### src/rtl/frame_fifo_reader_pkg.sv
// frame_fifo_reader_pkg: shared types for the frame FIFO read stage.
// Holds the read-stage state encoding and the skid entry layout {last, data},
// which the egress scheduler reuses.
package frame_fifo_reader_pkg;
  typedef enum logic [1:0] {ST_IDLE, ST_STREAM, ST_DRAIN, ST_GAP} state_t;
  typedef struct packed {
    logic       last;
    logic [7:0] data;
  } skid_entry_t;
endpackage

### src/rtl/frame_fifo_reader_skid_fifo2.sv
// skid_fifo2: 2-entry skid FIFO of {last, data} entries.
// Ports: clk, arst (async, active-high), push/din write side, pop/dout read
// side (dout is the head entry), occ = current occupancy (0..2).
module skid_fifo2
  import frame_fifo_reader_pkg::*;
(
  input  logic        clk,
  input  logic        arst,
  input  logic        push,
  input  skid_entry_t din,
  input  logic        pop,
  output skid_entry_t dout,
  output logic [1:0]  occ
);
  skid_entry_t [1:0] mem_q, mem_d;
  logic wp_q, wp_d, rp_q, rp_d;
  logic [1:0] occ_q, occ_d;
  always_comb begin
    mem_d = mem_q;
    if (push) mem_d[wp_q] = din;
    wp_d = wp_q ^ push;
    rp_d = rp_q ^ pop;
    occ_d = occ_q + {1'b0, push} - {1'b0, pop};
  end
  always_ff @(posedge clk or posedge arst) begin
    if (arst) begin
      mem_q <= '0;
      wp_q <= 1'b0;
      rp_q <= 1'b0;
      occ_q <= 2'd0;
    end else begin
      mem_q <= mem_d;
      wp_q <= wp_d;
      rp_q <= rp_d;
      occ_q <= occ_d;
    end
  end
  assign dout = mem_q[rp_q];
  assign occ = occ_q;
  assert property (@(posedge clk) disable iff (arst) !(push && !pop && occ_q == 2'd2));
  assert property (@(posedge clk) disable iff (arst) !(pop && occ_q == 2'd0));
endmodule

### src/rtl/frame_fifo_reader.sv
// frame_fifo_reader: read-side stage turning FIFO bytes + EOD into framed tx beats.
// Ports: clk, arst (async, active-high); FIFO read port fifo_do/fifo_eod/
// fifo_empty/fifo_re (data one cycle after an accepted read); tx_data/
// tx_valid/tx_last/tx_ready stream; frame_cnt/trunc_cnt wrapping counters;
// busy = not IDLE.
module frame_fifo_reader
  import frame_fifo_reader_pkg::*;
#(
  parameter int MAX_LEN = 1514,
  parameter int IFG_CYC = 12,
  parameter int CW = 16
) (
  input  logic          clk,
  input  logic          arst,
  input  logic [7:0]    fifo_do,
  input  logic          fifo_eod,
  input  logic          fifo_empty,
  output logic          fifo_re,
  output logic [7:0]    tx_data,
  output logic          tx_valid,
  output logic          tx_last,
  input  logic          tx_ready,
  output logic [CW-1:0] frame_cnt,
  output logic [CW-1:0] trunc_cnt,
  output logic          busy
);
  localparam int BW = (MAX_LEN < 2048) ? 11 : $clog2(MAX_LEN + 1);
  localparam int GW = (IFG_CYC < 2) ? 1 : $clog2(IFG_CYC);
  localparam logic [BW-1:0] LAST_IDX = BW'(MAX_LEN - 1);
  state_t state_q, state_d, gap_next;
  logic inflight_q, inflight_d;
  logic done_q, done_d;
  logic trunc_q, trunc_d;
  logic [BW-1:0] bcnt_q, bcnt_d;
  logic [GW-1:0] gap_q, gap_d;
  logic [CW-1:0] frame_cnt_q, frame_cnt_d, trunc_cnt_q, trunc_cnt_d;
  logic push, pop, at_max, eff_last, cut, room;
  skid_entry_t din, head;
  logic [1:0] occ;

  skid_fifo2 u_skid (
    .clk  (clk),
    .arst (arst),
    .push (push),
    .din  (din),
    .pop  (pop),
    .dout (head),
    .occ  (occ)
  );

  assign tx_valid = occ != 2'd0;
  assign tx_data = head.data;
  assign tx_last = head.last;
  assign pop = tx_valid & tx_ready;
  assign busy = state_q != ST_IDLE;
  assign frame_cnt = frame_cnt_q;
  assign trunc_cnt = trunc_cnt_q;

  always_comb begin
    push = inflight_q & (state_q == ST_STREAM);
    at_max = bcnt_q == LAST_IDX;
    eff_last = fifo_eod | at_max;
    cut = push & ~fifo_eod & at_max;
    din = '{last: eff_last, data: fifo_do};
    // A pop in this cycle frees a slot, which keeps reads flowing at one byte per cycle.
    room = ({1'b0, occ} + {2'b0, inflight_q} - {2'b0, pop}) < 3'd2;
    // The byte arriving now may close the frame; a read issued now would belong to the next frame.
    fifo_re = ~fifo_empty & room &
              (((state_q == ST_STREAM) & ~done_q & ~(push & eff_last)) |
               ((state_q == ST_DRAIN) & ~(inflight_q & fifo_eod)));
    gap_next = (IFG_CYC == 0) ? ST_IDLE : ST_GAP;
    state_d = state_q;
    inflight_d = fifo_re;
    done_d = done_q;
    trunc_d = trunc_q | cut;
    bcnt_d = push ? (eff_last ? '0 : bcnt_q + 1'b1) : bcnt_q;
    gap_d = gap_q;
    frame_cnt_d = (pop & tx_last) ? frame_cnt_q + 1'b1 : frame_cnt_q;
    trunc_cnt_d = cut ? trunc_cnt_q + 1'b1 : trunc_cnt_q;
    if (push & eff_last) done_d = 1'b1;
    case (state_q)
      ST_IDLE: if (~fifo_empty) state_d = ST_STREAM;
      ST_STREAM:
        if (pop & tx_last) begin
          state_d = trunc_q ? ST_DRAIN : gap_next;
          done_d = 1'b0;
          trunc_d = 1'b0;
        end
      ST_DRAIN: if (inflight_q & fifo_eod) state_d = gap_next;
      default: begin
        state_d = (gap_q == GW'(IFG_CYC - 1)) ? ST_IDLE : ST_GAP;
        gap_d = (gap_q == GW'(IFG_CYC - 1)) ? '0 : gap_q + 1'b1;
      end
    endcase
  end

  always_ff @(posedge clk or posedge arst) begin
    if (arst) begin
      state_q <= ST_IDLE;
      inflight_q <= 1'b0;
      done_q <= 1'b0;
      trunc_q <= 1'b0;
      bcnt_q <= '0;
      gap_q <= '0;
      frame_cnt_q <= '0;
      trunc_cnt_q <= '0;
    end else begin
      state_q <= state_d;
      inflight_q <= inflight_d;
      done_q <= done_d;
      trunc_q <= trunc_d;
      bcnt_q <= bcnt_d;
      gap_q <= gap_d;
      frame_cnt_q <= frame_cnt_d;
      trunc_cnt_q <= trunc_cnt_d;
    end
  end
endmodule
### config.mk
export PLATFORM = sky130hd
export DESIGN_NAME = frame_fifo_reader
export DESIGN_NICKNAME = d
export VERILOG_FILES = /design/src/rtl/frame_fifo_reader_pkg.sv /design/src/rtl/frame_fifo_reader_skid_fifo2.sv /design/src/rtl/frame_fifo_reader.sv
export SDC_FILE = /design/constraint.sdc
export NUM_CORES = 1
export LEC_CHECK = 0
export CORE_UTILIZATION = 45
export CTS_BUF_LIST = sky130_fd_sc_hd__clkbuf_4
export CTS_CLUSTER_SIZE = 30
export DETAILED_ROUTE_END_ITERATION = 16
export GPL_TIMING_DRIVEN = 0
export PLACE_DENSITY = 0.75
export SYNTH_ARGS = -nofsm -noshare
export SYNTH_HDL_FRONTEND = slang
export SYNTH_SLANG_ARGS = --single-unit
### constraint.sdc
create_clock -name clk -period 5.35 [get_ports clk]
set_clock_uncertainty 0.15 [all_clocks]
set_input_delay 0.8025 -clock clk [delete_from_list [all_inputs] [get_ports clk]]
set_output_delay 0.8025 -clock clk [all_outputs]
set_load 0.1 [all_outputs]
==> summary.md <==
| Metric | Value |
|---|---|
| Stages on worst setup path | `11` |
| # rows | `32` |
| Worst min path class | `flop to flop` |
| Layout area overhead | `23.5%` |
| Most frequent cells in the layout | `74 x dfrtp_1, 56 x clkdlybuf4s50_1, 29 x mux2_2, 28 x nand2_1, 24 x xnor2_1` |
| Slowest stage delay, CP | `1.14 ns` |
| CP arrival | `4.08 ns` |
| Max transition margin | `between 30% and 40%` |
| Share of the synthesized area in the top cell type | `52.1%` |
| Setup bufs post-CTS | `0` |
| Post-synth ARST share | `100%` |
| Status | `complete, no violations` |
| Post-cts resize count | `0` |
| Worst-path cell chain | `clkdlybuf4s50_1 -> o21ai_0 -> inv_1 -> ha_1 -> inv_1 -> nand2_1 -> fa_1 -> xnor2_1 -> and4b_1 -> o21a_1 -> clkdlybuf4s50_1` |
| CP startpoint kind | `input port` |
| Max Cap Viol | `0` |
| Top post-synthesis cells by area | `dfrtp_1 52%, mux2_2 9.2%, xnor2_1 5.9%, ha_1 4.9%, xor2_1 3.4%` |
| PwrDens | `513 nW/um^2` |
| Clock tree sinks | `74` |
| Yosys reg bits | `74` |
| Die height | `90.9 microns` |
| Ratio of cells with drive above 1 in the final layout | `12.9%` |
| Slew at the pin with the worst max-slew slack | `0.994 ns` |
| Post-route ant nets | `0` |
| CP max FO | `4` |
| Post-Synthesis Mean Instance Area | `11.1 sq um` |
| Antenna Cells | `0` |
| Required @ worst endpoint | `~4.4 ns` |
| Number of port buffers | `56` |
| Final setup viols | `0` |
| Netlist cell types | `38` |
| Die area | `8260 sq um` |
| Post-route worst setup slack | `roughly 0.32 ns` |
| Dpl ws | `0.333 ns` |
| Total Power | `2250 uW` |
| DP Cell Count | `480` |
| WP buf/inv | `4` |
| Post-layout minimum cycle time | `5.03 ns` |
| Critical path type | `input port to output port` |
| Worst-path clk slew | `0.12 ns` |
| HPWL Detailed | `4950 microns` |
| Die width | `90.9 microns` |
| Commonest non-fill, non-tap cell in the layout | `dfrtp_1` |
| Crit path max-delay family | `buffers and inverters` |
| RSZ-0062 raised after global routing | `no` |
| Period Utilization, post-route | `94.1%` |
| Hold path depth | `1` |
| Final std cells w/o fill | `496` |
| Total global routing overflow | `0` |
| Placed inst area | `4270 sq um` |
| Vias in the first global route | `2530` |
| Mean number of vias per cell | `5.24` |
| Fillers | `644` |
| GRT Overall Usage | `17.9%` |
| First-pass GRT wire length | `between 10000 and 15000 microns` |
| Sequential element share of the synthesized area | `~52%` |
| Syn Inst Count | `321` |
| Worst vdd ir | `0.000344 V` |
| Critical path's slowest cell | `clkdlybuf4s50_1` |
| Syn_nets | `between 300 and 400` |
| Hold Vio Cnt, Final | `0` |
| Num CTS Buffers | `9` |
| Final Net Count | `417` |
| # IOs | `57` |
| TritonCTS clock tree | `yes` |
| Pins over their slew limit | `0` |
| Longest Clk Path Bufs | `2` |
| Setup TNS | `0 ns` |
| Logic depth of the worst register-to-register path | `9` |
| Post-synth top area cell | `dfrtp_1` |
| Root buffer cell | `clkbuf_4` |
| Via Count | `2597` |
| Core footprint | `7690 sq um` |
| DR DRC count | `0` |
| Avg WL per Cell | `13.8 microns` |
| Drt total wl | `6840 microns` |
| H-tree levels | `3` |
| DRT Pass-1 Iters | `4` |
| 1st-iter DRT viols | `about 110` |
| Initial antenna violation count | `0` |
| Post-synth top flop | `dfrtp_1` |
| Initial Util | `46.2%` |
| Ys Warns | `0` |
| Worst skew pair latency | `between 0.4 and 0.5 ns` |
| Max frequency | `199 MHz` |
| Routability cong. | `0.761` |
| Post-synth EDFFs | `0` |
| Critical Path Sink Type | `output port` |
| CTS Hold Bufs | `0` |
| Cell Area, Synth | `between 3000 and 4000 sq um` |
| Finished Cell Area | `approximately 4400 sq um` |
| Pin count of the biggest net entering global routing | `74` |
| LEAKAGE | `0.00200 uW` |
==> per-stage QoR <==
| step | util (%) | hold slack [ns] |
|---|---|---|
| floorplan | - | 0.325 |
| global placement | 55.2 | 0.311 |
| detailed placement | 55.6 | 0.320 |
| CTS | 57.1 | 0.336 |
| global route | 57.1 | 0.350 |
| finish | 57.1 | 0.334 |
==> synth_stat cells (2+ instances only) <==
| library cell | number |
|---|---|
| dfrtp_1 | 74 |
| mux2_2 | 29 |
| nand2_1 | 28 |
| xnor2_1 | 24 |
| inv_1 | 21 |
| nor2_1 | 20 |
| nand3_1 | 17 |
| ha_1 | 14 |
| xor2_1 | 14 |
| nand4_1 | 12 |
| nor3_1 | 10 |
| o21ai_0 | 10 |
| nor4_1 | 7 |
| a21oi_1 | 4 |
| and3_1 | 4 |
| clkbuf_1 | 4 |
| and4_1 | 3 |
| a31oi_1 | 2 |
| and4b_1 | 2 |
| mux2i_1 | 2 |
| o21a_1 | 2 |
| o31ai_1 | 2 |
==> layout make-up <==
type                       count  area (sq um)  area share [%]
buffer                         6          31.3           0.712
clock buffer                  10          75.1            1.71
clock inverter                 6          42.5           0.969
inverter                      22          85.1            1.94
multi-input combinational    219          1590            36.2
sequential                    74          1850            42.2
tap                          102           128            2.91
timing repair buffer          57           588            13.4
==> state kept, by name (all words and copies together), names as in the netlist <==
register and flops:
u_skid.wp_q 1, trunc_cnt 16, inflight_q 1, u_skid.mem_q 18, gap_q 4, frame_cnt 16, u_skid.occ 2, bcnt_q 11
state_q 2, trunc_q 1, u_skid.rp_q 1, done_q 1
==> report_power, final <==
group          switching [uW]  total [uW]  internal, uW
logic                     745        1110           361
clock network             203         304           101
registers                 138         845           707
total                    1090        2250          1170
==> worst paths after layout <==
path	slack [ns]	to	start
min	0.33	trunc_cnt[15]$_DFFE_PP0P_	trunc_cnt[15]$_DFFE_PP0P_
max in group asynchronous	4.11	u_skid.wp_q$_DFF_PP0_	arst
min reg2reg	0.33	trunc_cnt[15]$_DFFE_PP0P_	trunc_cnt[15]$_DFFE_PP0P_
max reg2reg	2.66	inflight_q$_DFF_PP0_	u_skid.occ[1]$_DFF_PP0_
min in group asynchronous	0.42	u_skid.mem_q[14]$_DFFE_PP0P_	arst
max	0.32	fifo_re	tx_ready
==> routing by layer <==
layer	routed length [microns]	part of all wire, %	vias to the layer above	global-route usage, %
li1	-	-	1251	-
met3	245	3.6	11	3.87
met1	3100	45	1290	22.4
met5	0	0	-	0
met2	3350	49	45	29.4
met4	146	2.1	0	8.33
==> cell families after synthesis <==
group,synth area share (%)
flip-flops,52.1
AND/OR/NAND/NOR,15.5
XOR/XNOR,9.36
multiplexers,9.75
AO/OA/AOI/OAI,4.58
adder cells (fa/ha/maj),5.49
buffers and inverters,3.20
Power figures use the tool's default switching activity.
